<file path="src/rtl/voter_pkg.sv">
// Shared voter types: voter count, collector states, ballot type.
// Imported by the collector and by the downstream majority decoder.
package voter_pkg;

  localparam int N_VOTERS = 4;

  typedef enum logic [1:0] {
    IDLE,
    OPEN,
    DONE
  } state_t;

  typedef logic [N_VOTERS-1:0] ballot_t;

endpackage

</file>
<file path="src/rtl/sync_rise.sv">
// Two-flop synchronizer plus history flop for one raw button input.
// Ports: clk, rst_n, d_async (raw button), rise (one-cycle edge pulse).
module sync_rise (
  input  logic clk,
  input  logic rst_n,
  input  logic d_async,
  output logic rise
);

  logic s1;
  logic s2;
  logic hist;

  always_ff @(posedge clk or negedge rst_n) begin
    if (!rst_n) begin
      s1   <= 1'b0;
      s2   <= 1'b0;
      hist <= 1'b0;
    end else begin
      s1   <= d_async;
      s2   <= s1;
      hist <= s2;
    end
  end

  assign rise = s2 & ~hist;

endmodule

</file>
<file path="src/rtl/vote_collector.sv">
// Timed voting session: one yes-press per voter, latched ballot out.
// Ports: clk, rst_n, start, abort, press[3:0] in; ballot, ballot_valid, busy, voted out.
module vote_collector
  import voter_pkg::*;
#(
  parameter int WINDOW_CYCLES = 1000,
  parameter int CNT_W = $clog2(WINDOW_CYCLES)
) (
  input  logic                clk,
  input  logic                rst_n,
  input  logic                start,
  input  logic                abort,
  input  logic [N_VOTERS-1:0] press,
  output logic [N_VOTERS-1:0] ballot,
  output logic                ballot_valid,
  output logic                busy,
  output logic [N_VOTERS-1:0] voted
);

  localparam logic [CNT_W-1:0] LAST =
    CNT_W'(WINDOW_CYCLES - 1);

  state_t           state;
  state_t           state_n;
  logic [CNT_W-1:0] timer;
  logic [CNT_W-1:0] timer_n;
  ballot_t          voted_q;
  ballot_t          voted_n;
  ballot_t          ballot_q;
  ballot_t          ballot_n;
  ballot_t          rise;
  ballot_t          merged;

  for (genvar i = 0; i < N_VOTERS; i++) begin : g_in
    sync_rise u_sync (
      .clk    (clk),
      .rst_n  (rst_n),
      .d_async(press[i]),
      .rise   (rise[i])
    );
  end

  // Rises in the closing cycle still count.
  assign merged = voted_q | rise;

  always_ff @(posedge clk or negedge rst_n) begin
    if (!rst_n) begin
      state    <= IDLE;
      timer    <= '0;
      voted_q  <= '0;
      ballot_q <= '0;
    end else begin
      state    <= state_n;
      timer    <= timer_n;
      voted_q  <= voted_n;
      ballot_q <= ballot_n;
    end
  end

  always_comb begin
    state_n  = state;
    timer_n  = timer;
    voted_n  = voted_q;
    ballot_n = ballot_q;
    unique case (state)
      IDLE: begin
        if (start && !abort) begin
          state_n = OPEN;
          timer_n = '0;
          voted_n = '0;
        end
      end
      OPEN: begin
        if (abort) begin
          state_n = IDLE;
          voted_n = '0;
        end else begin
          voted_n = merged;
          // Timer holds at close so it never wraps.
          if (timer == LAST || merged == '1) begin
            state_n  = DONE;
            ballot_n = merged;
          end else begin
            timer_n = timer + 1'b1;
          end
        end
      end
      DONE: state_n = IDLE;
      default: state_n = IDLE;
    endcase
  end

  assign ballot       = ballot_q;
  assign voted        = voted_q;
  assign ballot_valid = (state == DONE);
  assign busy         = (state == OPEN);

endmodule
</file>
<file path="config.mk">
export PLATFORM = sky130hd
export DESIGN_NAME = vote_collector
export DESIGN_NICKNAME = d
export VERILOG_FILES = /design/src/rtl/voter_pkg.sv /design/src/rtl/sync_rise.sv /design/src/rtl/vote_collector.sv
export SDC_FILE = /design/constraint.sdc
export NUM_CORES = 1
export LEC_CHECK = 0
export BUFFER_PORTS_ARGS = -buffer_cell sky130_fd_sc_hd__buf_2
export CAP_MARGIN = 20
export CORE_UTILIZATION = 59
export DETAILED_ROUTE_END_ITERATION = 12
export GPL_TIMING_DRIVEN = 0
export PLACE_DENSITY_LB_ADDON = 0.25
export SYNTH_ARGS = -nofsm -noshare
export SYNTH_HDL_FRONTEND = slang
export SYNTH_SLANG_ARGS = --single-unit
export TNS_END_PERCENT = 30
</file>
<file path="constraint.sdc">
create_clock -name clk -period 3.62 [get_ports clk]
set_clock_uncertainty 0.05 [all_clocks]
set_input_delay 0.181 -clock clk [delete_from_list [all_inputs] [get_ports clk]]
set_output_delay 0.181 -clock clk [all_outputs]
set_load 0.02 [all_outputs]
</file>
==> reports/metrics.cfg <==
[run_status]
outcome = finished, final reports clean

[placement]
post-dp-hpwl_um = 1650
portBuffers = 17
dpl_worst_slack_ns = 1.85
place_congestion = 0.801

[global_routing]
grt_pass1_wl_um = 4050
grt_max_degree = 33
gr-total-overflow = 0
grt_pass1_vias = 920
track_usage_pct = 22.5
antenna_found_initial = 0

[synthesis]
synth-compound-area-share_pct = 20.2
synth_area_leaders = dfrtp_1 (58%), a22o_1 (3.2%), a21oi_1 (2.9%)
ys_types = 40
ys_warn_count = 0
synth_fp_nets = 121
synth_ff_type = dfrtp_1
syn_avg_cell_area_um2 = 12.3
synthCells = 112
seq_area_frac_synth_pct = 58.1
ys_seq_elements = 32
synth-xor-area-share_pct = 0
synth_top_area_share_pct = 58.1
syn_area_um2 = 1380
synth_fa_ha_area_share_pct = 0.907
synth_top_family_by_area = compound AO/OA/AOI/OAI gates
synth_top_area_cell = dfrtp_1
muxShareOfSynthArea_pct = 0
synth_edf_count = 0
yosys-top-cells-count = dfrtp_1 (32), a21oi_1 (8)
synthSimpleGateAreaFrac_pct = 17.7
async_flop_share_pct = 100
yosysMostFrequentCell = dfrtp_1

[critical_path]
reg2reg_slack_ns = 1.81
start_kind = flip-flop
timing.rr.end = timer[2]
cp_max_fo = 10
path_class = flip-flop to flip-flop
critPathBufInv = 2
end_kind = flip-flop
reg2reg_depth = 7
crit_path_cell_trace = nor3b_1, nand4_2, o211ai_4, and2_4, buf_8, inv_6, a31oi_1
rr_startpoint = timer[4]
critPathArrivalTime_ns = 2.02
slowest_delay_ns = 0.44
critPathSlowestCell = dfrtp_1
required_ns = 3.82
path_delay_family = simple AND/OR/NAND/NOR gates

[cells_and_area]
fin_nets = 150
n_antenna_cell = 0
syn_to_final_growth_pct = 16.8
drive_above_1_share_pct = 30.3
fillers = 171

[route]
via_count = 970
drt_wl_total_um = 2440
drtPass1Iterations = 4
ant_nets = 0
drc = 0
viasPerCell = 5.71
wire_per_inst_um = 14.4
drt_iter0_markers = 18

[cts]
cts.sinks = 32
cts_tree = done
cts_max_level = 2
root_buffer = clkbuf_4
cts_buffers = 5
clk_path_buf_depth = 2
clk_pin_slew_ns = 0.10
clk_latency_ns = 0.33

[min_path]
worstHoldStart = start
holdPathStages = 4
hold_path_end = timer[0]
hold_class = primary input to flip-flop

[die]
rows = 17
die_w_um = 50.3
core_um2 = 2210
start_util_pct = 62.3
num_io_pins = 18
die_h_um = 50.3
dieArea_um2 = 2530

[sta]
relSlewSlack_pct = 54.0
hold_viol_final = 0
worstMarginPinSlew_ns = 0.690
setup_viol = 0
fin_crit_sh_pct = 50.1
setup_tns_ns = 0
fmax_ghz = 0.551
rsz0062_at_grt = false
slew_viol_final = 0
setup_ws_ns = 1.81
fin_crit_ns = 1.81

[power]
p_leak_uw = 0.000815
power_density_nw_per_um2 = 488
power_uw = 787
ir_worst_vdd_uv = 362

[run]
max_cap_violations = 0

==> layout make-up <==
class                           instances  area, µm²  area share, %
Buffer                                  4       30.0           1.86
Clock buffer                            5       37.5           2.33
Clock inverter                          3       23.8           1.48
Inverter                                2       12.5          0.777
Multi-Input combinational cell         74        536           33.3
Sequential cell                        32        801           49.7
Tap cell                               28       35.0           2.18
Timing Repair Buffer                   22        135           8.39
==> repair_timing <==
item | 4_1_cts | 5_1_grt
gates resized for setup | 0 | 0
endpoints found under the hold margin | 36 | 0
hold buffers | 5 | 0
setup buffers | 0 | 0
==> layer usage <==
| metal | GRT usage, % | wire [µm] | vias to the layer above |
|---|---|---|---|
| met5 | 0 | 0 | - |
| met4 | 8.33 | 16 | 0 |
| met3 | 9.09 | 98 | 2 |
| met2 | 36.0 | 1240 | 19 |
| met1 | 27.3 | 1090 | 474 |
| li1 | - | - | 475 |
==> worst max-delay path by stage <==
stage                     depth (start not counted)  slack (ns)        to              start
after floorplan                                   6        1.98  timer[5]  g_in[1].u_sync.s2
after global placement                            6        1.89  timer[5]  g_in[1].u_sync.s2
after detailed placement                          6        1.85  timer[5]  g_in[1].u_sync.s2
after CTS                                         7        1.81  timer[2]           timer[4]
after global routing                              7        1.70  timer[2]           timer[3]
final                                             7        1.81  timer[2]           timer[4]
==> report_power, final <==
group | total (µW) | internal (µW) | switching, µW
clock network | 207 | 76.3 | 130
registers | 437 | 399 | 38.5
logic | 142 | 63.0 | 79.4
==> cells in the final DEF (no fill, tap or decap), types with 2 or more instances in the layout <==
cell type      count
clkbuf_1           2
buf_2             17
a21oi_1            8
nor3b_1            4
a31oi_1            5
a211o_1            2
clkbuf_4           6
nor2b_1            2
nand2b_1           3
a22o_1             5
and2b_2            2
dlygate4sd3_1      5
nand3_1            5
clkinvlp_4         2
and3_1             4
dfrtp_1           32
nor2_1             5
a31oi_2            2
nand2_1            5
and2b_1            2
==> flip-flops by register name, summed over array words and instances, names as in the netlist <==
| name | flops |
|---|---|
| timer | 10 |
| g_in.u_sync.s1 | 4 |
| voted | 4 |
| ballot | 4 |
| state | 2 |
| g_in.u_sync.hist | 4 |
| g_in.u_sync.s2 | 4 |
==> tightest hold or removal path, delay by kind of cell <==
kind / cells / cell delay [ns]
simple gates: 2 / 0.22
compound gates: 1 / 0.07
buf+inv: 1 / 0.10
==> cell families after synthesis <==
group | count (synthesis)
AOI/OAI and AO/OA | 33
adders and majority gates | 1
buffers and inverters | 6
DFF | 32
and+or+nand+nor | 40
==> per-stage QoR <==
step	utilization, %	cell area [µm²]	hold WS, ns	std cells
6_report	72.8	1610	0.224	170
5_1_grt	72.8	1610	0.255	170
2_1_floorplan	-	1380	-0.165	112
3_5_place_dp	67.8	1500	0.203	157
3_3_place_gp	67.8	1500	0.198	157
4_1_cts	72.8	1610	0.220	170
(Power assumes the default switching activity.)
